[src/rtl/mkio_manchester_tx.sv]
// MIL-STD-1553 Manchester II word transmitter: sync + 16 data bits + odd parity,
// with a one-word holding register so that back-to-back words go out without a gap.
module mkio_manchester_tx #(
  parameter int HALF_BIT = 12
) (
  input  logic        clk,
  input  logic        reset,
  input  logic        tx_ready,
  input  logic [15:0] tx_data,
  input  logic        tx_cd,
  output logic        tx_busy,
  output logic        tx_p,
  output logic        tx_n,
  output logic        tx_inh,
  output logic        tx_active,
  output logic        tx_done,
  output logic        tx_lost
);

  localparam int DW = $clog2(HALF_BIT);
  localparam logic [DW-1:0] DIV_LAST = DW'(HALF_BIT - 1);

  typedef enum logic [1:0] {IDLE, SYNC, DATA, PARITY} state_e;

  state_e      state_q, state_d;
  logic [DW-1:0] div_q, div_d;
  logic [5:0]  hb_q, hb_d;
  logic [16:0] shift_q, shift_d;
  logic        cd_q, cd_d;
  logic [16:0] hold_q, hold_d;
  logic        full_q, full_d;
  logic        p_q, n_q, inh_q, active_q, done_q, lost_q;

  logic wrap, last, xfer, accept, lost_d, active_d, level_d, done_d;

  // Outputs are registered from next-state values so the line changes on the
  // same edge as the serialiser state.
  always_comb begin
    state_d = state_q;
    div_d   = div_q;
    hb_d    = hb_q;
    shift_d = shift_q;
    cd_d    = cd_q;
    hold_d  = hold_q;
    full_d  = full_q;

    wrap = (div_q == DIV_LAST);
    last = (state_q != IDLE) && wrap && (hb_q == 6'd39);
    xfer = full_q && ((state_q == IDLE) || last);

    if (state_q != IDLE) begin
      if (wrap) begin
        div_d = '0;
        hb_d  = hb_q + 6'd1;
        if (hb_q[0] && (hb_q >= 6'd7) && (hb_q != 6'd39))
          shift_d = {shift_q[15:0], 1'b0};
        case (state_q)
          SYNC:    if (hb_q == 6'd5)  state_d = DATA;
          DATA:    if (hb_q == 6'd37) state_d = PARITY;
          PARITY:  if (hb_q == 6'd39) begin
                     state_d = IDLE;
                     hb_d    = '0;
                   end
          default: ;
        endcase
      end else begin
        div_d = div_q + 1'b1;
      end
    end

    if (xfer) begin
      state_d = SYNC;
      div_d   = '0;
      hb_d    = '0;
      cd_d    = hold_q[16];
      shift_d = {hold_q[15:0], ~^hold_q[15:0]};
      full_d  = 1'b0;
    end

    accept = tx_ready && (!full_q || xfer);
    if (accept) begin
      hold_d = {tx_cd, tx_data};
      full_d = 1'b1;
    end
    lost_d = tx_ready && !accept;

    active_d = (state_d != IDLE);
    if (hb_d < 6'd6)
      level_d = cd_d ? (hb_d < 6'd3) : (hb_d >= 6'd3);
    else
      level_d = shift_d[16] ^ hb_d[0];
    done_d = active_d && (hb_d == 6'd39) && (div_d == DIV_LAST);
  end

  always_ff @(posedge clk) begin
    if (!reset) begin
      state_q  <= IDLE;
      div_q    <= '0;
      hb_q     <= '0;
      shift_q  <= '0;
      cd_q     <= 1'b0;
      hold_q   <= '0;
      full_q   <= 1'b0;
      p_q      <= 1'b0;
      n_q      <= 1'b0;
      inh_q    <= 1'b1;
      active_q <= 1'b0;
      done_q   <= 1'b0;
      lost_q   <= 1'b0;
    end else begin
      state_q  <= state_d;
      div_q    <= div_d;
      hb_q     <= hb_d;
      shift_q  <= shift_d;
      cd_q     <= cd_d;
      hold_q   <= hold_d;
      full_q   <= full_d;
      p_q      <= active_d & level_d;
      n_q      <= active_d & ~level_d;
      inh_q    <= ~active_d;
      active_q <= active_d;
      done_q   <= done_d;
      lost_q   <= lost_d;
    end
  end

  assign tx_busy   = full_q;
  assign tx_p      = p_q;
  assign tx_n      = n_q;
  assign tx_inh    = inh_q;
  assign tx_active = active_q;
  assign tx_done   = done_q;
  assign tx_lost   = lost_q;

endmodule

[config.mk]
export PLATFORM = sky130hd
export DESIGN_NAME = mkio_manchester_tx
export DESIGN_NICKNAME = d
export VERILOG_FILES = /design/src/rtl/mkio_manchester_tx.sv
export SDC_FILE = /design/constraint.sdc
export NUM_CORES = 1
export LEC_CHECK = 0
export ABC_CLOCK_PERIOD_IN_PS = 2350
export BUFFER_PORTS_ARGS = -buffer_cell sky130_fd_sc_hd__buf_2
export CORE_AREA = 2 2 71 73
export CTS_BUF_LIST = sky130_fd_sc_hd__clkbuf_4
export DETAILED_ROUTE_END_ITERATION = 16
export DIE_AREA = 0 0 73 75
export GPL_ROUTABILITY_DRIVEN = 0
export PLACE_DENSITY = 0.85
export SYNTH_ARGS = -nofsm -noshare
export SYNTH_HDL_FRONTEND = slang
export SYNTH_SLANG_ARGS = --single-unit
[constraint.sdc]
create_clock -name clk -period 2.35 [get_ports clk]
set_input_delay 0 -clock clk [delete_from_list [all_inputs] [get_ports clk]]
set_output_delay 0 -clock clk [all_outputs]
set_load 0.005 [all_outputs]
### After elaboration in Yosys (flattened, before gate mapping)

Cells that the tools add are included.

* output and inout port bits: 7
* register bits after elaboration: 54
* bits of input ports: 20
* logic and storage cells: 81

* order comparisons: 4
* equality and inequality tests: 10
* add/sub/neg operators: 2
* bitwise operators: 5
* reductions and logical operators: 22
* multiplexer cells: 24

Operators by type and width (count)
* $mux W17: 4
* $mux W6: 5
* $eq A6 B6 Y1 const B: 3
* $reduce_xnor A16 Y1: 1
* $mux W2: 6
* $mux W4: 3
* $reduce_bool A2 Y1: 6
* $logic_and A1 B1 Y1: 9
* $eq A4 B4 Y1 const B: 2
* $add A6 B1 Y6 const B: 1
* $eq A6 B3 Y1 const B: 1
* $ge A6 B2 Y1 const B: 1
* $ge A6 B3 Y1 const B: 1
* $lt A6 B2 Y1 const B: 1
* $lt A6 B3 Y1 const B: 1
* $ne A6 B6 Y1 const B: 1
* $pmux W2 S3: 1
* $mux W1: 5
* $add A4 B1 Y4 const B: 1
* $eq A2 B2 Y1 const B: 2
* $reduce_and A3 Y1: 1
* $and A1 B1 Y1: 2
* $eq A2 B1 Y1 const B: 1
* $logic_not A1 Y1: 2
* other kinds (4): 6

### Longest topological paths before layout

Gate-level depths: netlist of run 1.

* depth after elaboration: 11
* gate-level depth with buffers: 10

### Worst setup path before layout of run 1

No wires, ideal clock.

* path type: reg-to-reg
* from: register div_q[0]
* to: register p_q, in the netlist tx_p
* stages on the path, launching flop included: 10
* library setup time: 116 ps
* path buffers: 2
* period minus slack after synthesis: 2063 ps
* setup slack: 287 ps
* data arrival time: 1946 ps
* required time: 2234 ps
* cell sequence: dfxtp_1 ha_1 and3b_1 buf_2 a41o_1 nand2_1 buf_6 a221oi_2 nand2_1 o211a_1

* longest elaborated chain between the ends: 10
* elaborated cells between the ends (all ways): 23
* those cells by class: order compare (3); eq/ne (1); mux (12); bitwise (2); reduce/logical (5)

RTL lines
* from (decl): RTL line 26 `logic [DW-1:0] div_q, div_d;`
* from (signal assigned): RTL line 112 `div_q <= div_d;`
* $eq A4 B4 Y1 (*): RTL line 47 `wrap = (div_q == DIV_LAST);`
* $logic_and A1 B1 Y1 (2 in a row): RTL line 48 `last = (state_q != IDLE) && wrap && (hb_q == 6'd39);`
* $logic_or A1 B1 Y1: RTL line 49 `xfer = full_q && ((state_q == IDLE) || last);`
* $logic_and A1 B1 Y1: RTL line 49
* $mux W6: RTL line 71 `if (xfer) begin`
* $ge A6 B2 Y1 / $lt A6 B2 Y1 (equally long branches): RTL line 89 `level_d = cd_d ? (hb_d < 6'd3) : (hb_d >= 6'd3);`
* $mux W1: RTL line 89
* $mux W1: RTL line 88 `if (hb_d < 6'd6)`
* $and A1 B1 Y1 (*): RTL line 118 `p_q <= active_d & level_d;`
* to (signal assigned): RTL line 118
* to (decl): RTL line 32 `logic p_q, n_q, inh_q, active_q, done_q, lost_q;`

Mark *: on every way between the ends. The rest lies on a longest branch, timed or not. The select of a mux whose other input is x is not followed.
A chain may end at the register's enable or synchronous reset.

### Worst setup path after layout of run 1

* from: register hb_q[1]
* to: register n_q, in the netlist tx_n

* longest elaborated chain between the ends: 11
* elaborated cells between the ends (all ways): 37
* those cells by class: add/sub (1); order compare (4); eq/ne (4); mux (19); bitwise (3); reduce/logical (6)

RTL lines
* from (decl): RTL line 27 `logic [5:0] hb_q, hb_d;`
* from (signal assigned): RTL line 99 `hb_q <= '0;`
* from (signal assigned): RTL line 113 `hb_q <= hb_d;`
* $add A6 B1 Y6 (tied with other cells): RTL line 54 `hb_d = hb_q + 6'd1;`
* $mux W6 / $logic_and A1 B1 Y1 (equally long branches): RTL line 60, 55
* $mux W6 / $logic_and A1 B1 Y1 (equally long branches): RTL line 57, 55
* $mux W6 / $mux W17 (equally long branches): RTL line 52, 55
* $mux W6 / $mux W17 (equally long branches): RTL line 51, 52
* $mux W6 / $mux W17 (equally long branches): RTL line 71, 51
* $ge A6 B2 Y1 (tied with other cells): RTL line 89
* $mux W1 / $xor A1 B1 Y1 (equally long branches): RTL line 89, 91
* $mux W1: RTL line 88
* $not A1 Y1: RTL line 119 `n_q <= active_d & ~level_d;`
* $and A1 B1 Y1 (*): RTL line 119
* to (signal assigned): RTL line 119
* to (decl): RTL line 32

Marks and branches as above.

==> flow_metrics.py, run 1 <==
metrics = {
    "status": {
        "status": "finished clean",
    },
    "cts": {
        "cts.root.buffer_cell": "clkbuf_4",
        "clockBufferDepth": 2,
        "htree_levels": 2,
        "clock_latency_ns": 0.37,
        "cts_buffers": 5,
        "cts_tree": "yes",
        "cts.sinks": 54,
        "clkSlewWorstSetupHoldPaths_ns": 0.15,
    },
    "critical_path": {
        "setup.worst_path.end_class": "flop",
        "required_ns": 2.62,
        "crit_fanout": 10,
        "critPathArrivalTime_ns": 2.49,
        "start_kind": "flop",
        "path_class": "reg2reg",
    },
    "sta": {
        "max_freq_ghz": 0.449,
        "period_share_pct": 94.8,
        "skew_ns": 0.0131,
        "final_hold_viol_count": 0,
        "slew_viol_final": 0,
        "setup_viol": 0,
        "slew_headroom_pct": 66.3,
        "fin_crit_ns": 2.23,
        "worstMarginPinSlew_ns": 0.505,
        "setup-tns-final_ns": 0,
    },
    "pwr": {
        "power.share.clock_pct": 22.7,
        "combinationalPowerShare_pct": 17.8,
        "intPower_mw": 1.23,
        "irDropWorstVdd_mv": 0.440,
        "p_leak_nw": 1.37,
        "p_sw_mw": 0.477,
        "switching_share_pct": 28.0,
        "power.density_nw_per_um2": 528,
        "seq_power_share_pct": 59.5,
    },
    "cells_and_area": {
        "drive_above_1_share_pct": 18.2,
        "syn_to_final_growth_pct": 14.5,
        "multi_input_area_um2": 1610,
        "finalNetCount": 396,
        "fill_cells": 364,
        "utilization_pct": 69.3,
        "regArea_um2": 1080,
        "num_antenna_cells": 0,
    },
    "placement": {
        "io_buffers": 26,
        "dpl.hpwl_um": 4070,
    },
    "floorplan": {
        "core-area_um2": 4660,
        "io_pins": 27,
        "dieArea_um2": 5480,
        "rows": 25,
        "start_util_pct": 60.5,
        "die_w_um": 73,
        "die_h_um": 75,
    },
    "synthesis": {
        "ys_seq_elements": 54,
        "synth_edf_count": 0,
        "syn_inst": 335,
        "yosysUniqueCellTypes": 62,
        "synth_nets": 358,
        "yosys_warnings": 0,
        "avgSynthCellArea_um2": 8.42,
        "synth_area_um2": 2820,
        "ys_seq_area_share_pct": 38.3,
        "synthArstFlopShare_pct": 0,
        "ys.flop_type": "dfxtp_1",
    },
    "global_routing": {
        "first_global_vias": 2265,
        "antenna_found_initial": 0,
        "grt_pass1_wl_um": 9980,
        "grt.overflow.total": 0,
        "grt_use_total_pct": 23.5,
        "grt_max_degree": 42,
    },
    "routing": {
        "drt-total-wl_um": 6030,
        "num_vias": 2512,
        "drt_pass1_iterations": 4,
        "drtIter0Drc": 184,
        "wl_per_cell_um": 14.1,
        "drc_errors": 0,
        "ant_nets": 0,
        "via_per_inst": 5.88,
    },
    "run": {
        "max-cap-violations": 0,
    },
    "worst_hold_path": {
        "hold_class": "in2reg",
    },
}
==> logic make-up after synthesis <==
| group | count (synthesis) | share of synthesized area [%] |
|---|---|---|
| mux | 16 | 5.68 |
| fa+ha+maj | 3 | 1.33 |
| buf+inv | 32 | 5.94 |
| compound gates | 77 | 19.4 |
| xor+xnor | 18 | 5.59 |
| flops | 54 | 38.3 |
| simple gates | 135 | 23.7 |
==> layout by cell type (no fill, tap or decap), drive strengths merged, types with 3 or more instances in the layout <==
cell and count:
a31oi 3, a21oi 29, dlygate4sd3 19, nand4 5, and3 3, o21ai 7, nor3 8, nand2 53
xor2 4, inv 9, nand3 7, a211oi 16, nor4 3, nand3b 3, buf 35, nor2 34
clkbuf 5, xnor2 14, or3 4, dfxtp 54, ha 3, mux2i 16
==> worst max-delay path, stage by stage, from the launching register on <==
cell and delay, ns:
dfxtp_1 0.50, ha_4 0.23, nand2_1 0.09, or4_4 0.56, a21oi_4 0.17, a211oi_2 0.07, o311ai_0 0.40, nand2_1 0.10
==> final cells by class <==
type	instances	share of cell area, %
repair buffers	54	12.1
clock inverters	2	0.310
clock buffers	5	1.16
well taps	54	2.09
flip-flops and latches	54	33.5
multi-input cells	249	49.7
inverters	9	1.05
==> repair_timing <==
action,CTS,global route
endpoints found under the hold margin,24,0
gates resized for setup,1,10
hold buffers,19,0
endpoints found under the setup margin,1,37
cloned,0,0
buffers inserted,0,0
==> flip-flops by register name, summed over array words and instances (netlist names), 2 cells and up <==
name / count
state_q: 2
shift_q: 17
hb_q: 6
hold_q: 17
div_q: 4
==> power by group through the flow <==
stage                     Sequential [mW]  Combinational, mW  Clock, mW
after floorplan                      1.02              0.212          0
after global placement               1.03              0.267          0
after detailed placement             1.04              0.273          0
after CTS                            1.01              0.299      0.401
after global routing                 1.02              0.336      0.431
final                                1.01              0.303      0.388
==> layer usage <==
layer	up-vias	routed length, um	global-route usage [%]
li1	1259	-	-
met1	1153	2570	28.3
met2	86	3000	41.0
met3	14	302	4.28
met4	0	150	10.1
met5	-	0	0
==> cells in the mapped netlist (all sizes together) (3+ instances only) <==
library cell   n  share of area (%)
a31oi          3               0.67
buf           17                3.9
inv            9                1.2
nor3           8                1.4
a211oi        16                4.4
xnor2         14                4.3
nand3b         3                1.2
ha             3                1.3
a21oi         29                5.7
or3            4               0.89
nand2         53                7.1
xor2           4                1.2
nor4           3               0.89
nor2          34                4.8
clkbuf         6               0.80
dfxtp         54                 38
and3           3               0.67
nand3          7                1.4
o21ai          7                1.2
nand4          5                1.1
mux2i         16                5.7
==> stage by stage <==
step                      hold WS [ns]  instances  total power, mW  area (um2)  worst slack, ns
after CTS                        0.381        427             1.71        3200          0.00134
final                            0.406        427             1.71        3230            0.123
after floorplan                  0.121        335             1.24        2820            0.287
after global routing             0.397        427             1.79        3230         -0.00443
after global placement           0.240        401             1.30        2950           0.0332
after detailed placement         0.247        401             1.31        2950          0.00956
==> path summary, 6_finish.rpt <==
kind	startpoint	end	slack [ns]	depth (start not counted)
max	hb_q[1]$_SDFF_PN0_	tx_n$_SDFF_PN0_	0.12	7
min	tx_data[9]	hold_q[9]$_SDFFE_PN0P_	0.41	4
max reg2reg	hb_q[1]$_SDFF_PN0_	tx_n$_SDFF_PN0_	0.12	7
min reg2reg	hold_q[16]$_SDFFE_PN0P_	hold_q[16]$_SDFFE_PN0P_	0.49	2
(Power assumes the default switching activity.)
==> run 2: changes to the inputs <==
--- a/config.mk
+++ b/config.mk
@@ -5,7 +5,7 @@
 export SDC_FILE = /design/constraint.sdc
 export NUM_CORES = 1
 export LEC_CHECK = 0
-export ABC_CLOCK_PERIOD_IN_PS = 2350
+export ABC_CLOCK_PERIOD_IN_PS = 2480
 export BUFFER_PORTS_ARGS = -buffer_cell sky130_fd_sc_hd__buf_2
 export CORE_AREA = 2 2 71 73
 export CTS_BUF_LIST = sky130_fd_sc_hd__clkbuf_4
==> constraint.sdc (replaced) <==
create_clock -name clk -period 2.48 [get_ports clk]
set_input_delay 0 -clock clk [delete_from_list [all_inputs] [get_ports clk]]
set_output_delay 0 -clock clk [all_outputs]
set_load 0.005 [all_outputs]
==> run 2 against run 1 <==
  * Maximum frequency shrank 7.4%
  * Die area stayed put
  * Clock skew fell by 0.00055 ns
  * Utilization is 0.21 points higher
  * Cell area up 0.31%
  * Cell count rose by 0.47%
  * Critical path type unchanged
==> flow_metrics.py, run 2 (same netlist as run 1, synthesis figures left out) <==
metrics = {
    "status": {
        "status": "finished clean",
    },
    "placement": {
        "postPlaceCellArea_um2": 2960,
        "io_buffers": 26,
        "dpl.hpwl_um": 4070,
        "dp.cells": 402,
    },
    "cells_and_area": {
        "final_common_cell": "dfxtp_1",
        "utilization_pct": 69.5,
        "reg_top3": "hold_q: 17 flops, shift_q: 17 flops, hb_q: 6 flops",
        "num_antenna_cells": 0,
        "layout_common_cells": "dfxtp_1, nand2_1, nor2_1",
        "fin_cells": 429,
        "drive_above_1_share_pct": 17.3,
        "finalNetCount": 397,
        "final_area_um2": 3240,
        "syn_to_final_growth_pct": 14.9,
    },
    "sta": {
        "slew_viol_final": 0,
        "setup_viol": 0,
        "skew_ns": 0.0125,
        "period_share_pct": 97.0,
        "final_hold_viol_count": 0,
        "setup-tns-final_ns": 0,
        "rsz0062_at_grt": "false",
        "slew_headroom_pct": 68.6,
        "max_freq_ghz": 0.416,
        "fin_crit_ns": 2.41,
        "worstMarginPinSlew_ns": 0.470,
    },
    "critical_path": {
        "reg2reg_depth": 7,
        "cpPeakStageDelay_ns": 0.57,
        "crit_fanout": 10,
        "reg2reg_to": "tx_n$_SDFF_PN0_",
        "crit_buf_inv": 0,
        "path_cells": "ha_1 -> nand2_1 -> or4_4 -> a21oi_4 -> a211oi_2 -> o311ai_0 -> nand2_1",
        "start_kind": "flop",
        "critPathArrivalTime_ns": 2.68,
        "crit_family": "simple AND/OR/NAND/NOR gates",
        "required_ns": 2.75,
        "crit_slowest_cell": "or4_4",
        "r2r-start": "hb_q[1]$_SDFF_PN0_",
        "setup.worst_path.end_class": "flop",
        "path_class": "reg2reg",
        "rrSetupSlack_ns": 0.07,
        "crit_top_cell": "nand2_1",
    },
    "cts": {
        "cts.root.buffer_cell": "clkbuf_4",
        "clockBufferDepth": 2,
        "clkSlewWorstSetupHoldPaths_ns": 0.16,
        "cts.sinks": 54,
        "cts_post_setup_buffers_inserted": 0,
        "htree_levels": 2,
        "clock_latency_ns": 0.38,
        "cts_tree": "yes",
        "cts_buffers": 5,
    },
    "floorplan": {
        "rows": 25,
        "dieArea_um2": 5480,
        "die_h_um": 75,
        "start_util_pct": 60.5,
        "io_pins": 27,
        "core-area_um2": 4660,
        "die_w_um": 73,
    },
    "routing": {
        "drt_pass1_iterations": 5,
        "ant_nets": 0,
        "drtIter0Drc": 184,
        "num_vias": 2488,
        "drc_errors": 0,
        "wl_per_cell_um": 14.8,
        "via_per_inst": 5.80,
        "drt-total-wl_um": 6360,
    },
    "worst_hold_path": {
        "hold_path_end": "hold_q[15]$_SDFFE_PN0P_",
        "hold_class": "in2reg",
        "whs_path_depth": 4,
        "hold_start": "tx_data[15]",
    },
    "global_routing": {
        "antenna_found_initial": 0,
        "met3_usage_pct": 3.61,
        "grt_pass1_wl_um": 10000,
        "first_global_vias": 2264,
        "use_met1_pct": 27.5,
        "grt_use_total_pct": 23.8,
        "met2_usage_pct": 44.8,
        "grt-busiest-layer": "met2",
        "grt_max_degree": 42,
        "grt.overflow.total": 0,
    },
    "pwr": {
        "power.density_nw_per_um2": 542,
        "p_leak_nw": 1.38,
        "irDropWorstVdd_mv": 0.410,
    },
    "run": {
        "max-cap-violations": 0,
    },
}
-- run 2: cell types whose count changed in the layout (fill, tap and decap cells not counted), moves of 2 or more --
| cell | change |
|---|---|
| buf_4 | +2 |
| clkinv_2 | -2 |
| clkinvlp_4 | +2 |
| ha_1 | +2 |
-- run 2: worst reg2reg max path: stages, from the launching register on --
cell,delay [ns]
dfxtp_1,0.44
ha_1,0.35
nand2_1,0.14
or4_4,0.57
a21oi_4,0.17
a211oi_2,0.07
o311ai_0,0.45
nand2_1,0.10
-- run 2: final cells by class --
cell class              instances  area, um2
flip-flops and latches         54       1080
repair buffers                 55        395
well taps                      54       67.6
fillers                       361       1420
multi-input cells             249       1580
clock buffers                   5       37.5
clock inverters                 3       45.0
inverters                       9       33.8
-- run 2: worst max path at each step --
stage / from / end / slack (ns) / depth (start not counted)
4_1_cts: hb_q[1]$_SDFF_PN0_ / tx_n$_SDFF_PN0_ / 0.10 / 7
2_1_floorplan: div_q[0]$_SDFF_PN0_ / tx_p$_SDFF_PN0_ / 0.42 / 9
6_report: hb_q[1]$_SDFF_PN0_ / tx_n$_SDFF_PN0_ / 0.07 / 7
3_5_place_dp: div_q[0]$_SDFF_PN0_ / tx_n$_SDFF_PN0_ / 0.14 / 8
3_3_place_gp: div_q[0]$_SDFF_PN0_ / tx_p$_SDFF_PN0_ / 0.18 / 8
5_1_grt: hb_q[1]$_SDFF_PN0_ / div_q[2]$_SDFF_PN0_ / 0.04 / 7
-- run 2: layer usage --
layer	share of wire (%)	vias up	wire (um)
met3	3.7	9	237
met1	43	1160	2710
met5	0	-	0
li1	-	1262	-
met2	52	57	3290
met4	1.8	0	114
-- run 2: timing repair --
item / in CTS / in global routing
gates resized for setup: 0 / 3
hold buffers: 19 / 0
setup endpoints to repair: 0 / 12
hold endpoints to repair: 23 / 0
-- run 2: where the power goes --
part           total, mW  leakage, nW  internal (mW)  switching [mW]
combinational      0.295        0.905          0.139           0.156
clock              0.502       0.0374          0.212           0.290
sequential         0.960        0.442          0.922          0.0386
total               1.76         1.38           1.27           0.484
-- run 2: through the flow --
stage / worst slack, ns / hold WS (ns) / power (mW)
after floorplan: 0.417 / 0.121 / 1.17
after global placement: 0.178 / 0.239 / 1.23
after detailed placement: 0.140 / 0.246 / 1.24
after CTS: 0.101 / 0.376 / 1.75
after global routing: 0.0416 / 0.406 / 1.83
final: 0.0737 / 0.392 / 1.76
==> run 3: changes to the inputs <==
--- a/config.mk
+++ b/config.mk
@@ -7,12 +7,14 @@
 export LEC_CHECK = 0
 export ABC_CLOCK_PERIOD_IN_PS = 2480
 export BUFFER_PORTS_ARGS = -buffer_cell sky130_fd_sc_hd__buf_2
-export CORE_AREA = 2 2 71 73
+export CELL_PAD_IN_SITES_DETAIL_PLACEMENT = 0
+export CELL_PAD_IN_SITES_GLOBAL_PLACEMENT = 1
+export CORE_AREA = 2 2 82 84
 export CTS_BUF_LIST = sky130_fd_sc_hd__clkbuf_4
 export DETAILED_ROUTE_END_ITERATION = 16
-export DIE_AREA = 0 0 73 75
+export DIE_AREA = 0 0 84 86
 export GPL_ROUTABILITY_DRIVEN = 0
-export PLACE_DENSITY = 0.85
+export PLACE_DENSITY = 0.83
 export SYNTH_ARGS = -nofsm -noshare
 export SYNTH_HDL_FRONTEND = slang
 export SYNTH_SLANG_ARGS = --single-unit
==> run 3 against run 2 <==
  * Wire length shrank 1.8%
  * Via count shrank 1.7%
  * Cell count grew 5.1%
  * Die area grew 32%
  * Global-route usage shrank 6.3 points
  * Clock-buffer cell count is the same
  * Critical path depth grew 1
  * Non-clock buffer count shrank 1
  * Utilization shrank 17 points
  * Largest cell class unchanged
==> flow_metrics.py, run 3 (same netlist as run 1, synthesis figures left out) <==
metrics = {
    "sta": {
        "fin_crit_ns": 2.30,
        "slew_viol_final": 0,
        "setup-tns-final_ns": 0,
        "rsz0062_at_grt": "false",
        "max_freq_ghz": 0.435,
        "worstMarginPinSlew_ns": 0.533,
        "slew_headroom_pct": 64.4,
        "skew_ns": 0.0124,
        "setup_viol": 0,
        "period_share_pct": 92.6,
        "final_hold_viol_count": 0,
    },
    "placement": {
        "dpl.hpwl_um": 4300,
        "dp.cells": 424,
        "postPlaceCellArea_um2": 2980,
        "io_buffers": 26,
    },
    "global_routing": {
        "grt.overflow.total": 0,
        "antenna_found_initial": 0,
        "grt_use_total_pct": 17.5,
        "grt_max_degree": 35,
        "first_global_vias": 2194,
        "grt_pass1_wl_um": 10400,
    },
    "cells_and_area": {
        "drive_above_1_share_pct": 16.8,
        "regArea_um2": 1080,
        "fin_cells": 451,
        "num_antenna_cells": 0,
        "reg_top3": "hold_q: 17 flops, shift_q: 17 flops, hb_q: 6 flops",
        "final_common_cell": "dfxtp_1",
        "syn_to_final_growth_pct": 16.1,
        "final_area_um2": 3280,
        "layout_common_cells": "dfxtp_1, nand2_1, nor2_1",
        "fill_cells": 615,
        "multi_input_area_um2": 1580,
        "finalNetCount": 396,
    },
    "critical_path": {
        "crit_path_end": "tx_p$_SDFF_PN0_",
        "reg2reg_depth": 8,
        "reg2reg_to": "tx_p$_SDFF_PN0_",
        "setup.worst_path.start": "div_q[0]$_SDFF_PN0_",
        "r2r-start": "div_q[0]$_SDFF_PN0_",
        "start_kind": "flop",
        "required_ns": 2.78,
        "rrSetupSlack_ns": 0.18,
        "crit_fanout": 11,
        "setup.worst_path.end_class": "flop",
        "critPathArrivalTime_ns": 2.60,
        "path_class": "reg2reg",
    },
    "cts": {
        "cts_buffers": 5,
        "cts.sinks": 54,
        "htree_levels": 2,
        "cts_tree": "yes",
        "clkSlewWorstSetupHoldPaths_ns": 0.16,
        "clockBufferDepth": 2,
        "clock_latency_ns": 0.38,
        "cts.root.buffer_cell": "clkbuf_4",
    },
    "routing": {
        "num_vias": 2446,
        "wl_met2_um": 2990,
        "drt_pass1_iterations": 4,
        "drt-total-wl_um": 6240,
        "routed.top_layer": "met4",
        "drtIter0Drc": 113,
        "wl_met1_um": 2870,
        "via_per_inst": 5.42,
        "ant_nets": 0,
        "met3_length_um": 247,
        "wl_per_cell_um": 13.8,
        "drc_errors": 0,
    },
    "worst_hold_path": {
        "hold_class": "in2reg",
    },
    "floorplan": {
        "dieArea_um2": 7220,
        "core-area_um2": 6280,
        "io_pins": 27,
        "die_w_um": 84,
        "die_h_um": 86,
        "rows": 29,
        "start_util_pct": 44.9,
    },
    "pwr": {
        "power.density_nw_per_um2": 562,
        "power_mw": 1.84,
        "irDropWorstVdd_mv": 0.321,
        "p_leak_nw": 1.39,
    },
    "run": {
        "max-cap-violations": 0,
    },
    "status": {
        "status": "finished clean",
    },
}
## run 3: final cells by class
class / instances / share of cell area [%]
multi-input cells: 249 / 48.1
flip-flops and latches: 54 / 33.0
repair buffers: 54 / 11.8
well taps: 77 / 2.94
clock inverters: 3 / 1.95
clock buffers: 5 / 1.15
inverters: 9 / 1.03
## run 3: power breakdown
part	total, mW	internal [mW]	switching [mW]
Sequential	0.960	0.922	0.0383
Combinational	0.286	0.140	0.147
Clock	0.595	0.311	0.284
## run 3: worst max-delay path: stages, from the launching register on
cell	delay (ns)
dfxtp_1	0.47
ha_1	0.20
buf_4	0.15
nand3b_4	0.17
nor4_1	0.45
nor3b_1	0.16
a221oi_2	0.30
nand2_1	0.10
o211a_1	0.21
## run 3: how the worst min path moves through the flow
stage / from / to / slack (ns) / cells after the start
floorplan: tx_ready / tx_busy$_SDFFE_PN0P_ / 0.12 / 2
global placement: tx_data[14] / hold_q[14]$_SDFFE_PN0P_ / 0.24 / 3
detailed placement: tx_data[3] / hold_q[3]$_SDFFE_PN0P_ / 0.25 / 3
CTS: tx_data[10] / hold_q[10]$_SDFFE_PN0P_ / 0.37 / 4
global route: tx_data[11] / hold_q[11]$_SDFFE_PN0P_ / 0.38 / 4
finish: tx_data[10] / hold_q[10]$_SDFFE_PN0P_ / 0.38 / 4
## run 3: metrics by stage
step           hold slack, ns  worst slack (ns)  util [%]
6_report                0.377             0.183      52.2
5_1_grt                 0.380            0.0271      52.2
4_1_cts                 0.370             0.196      52.1
3_5_place_dp            0.246             0.215      47.5
3_3_place_gp            0.240             0.234      47.5
2_1_floorplan           0.121             0.417         -
## run 3: timing repair
action	CTS	global route
hold buffers	19	0
endpoints found under the setup margin	0	18
buffers inserted	0	0
hold endpoints to repair	19	0
resized for setup	0	3
## run 3: layer usage
layer  global-route usage [%]  vias to the layer above
met4                     6.30                        0
li1                         -                     1260
met5                        0                        -
met2                     30.0                       70
met3                     2.69                       10
met1                     22.6                     1106
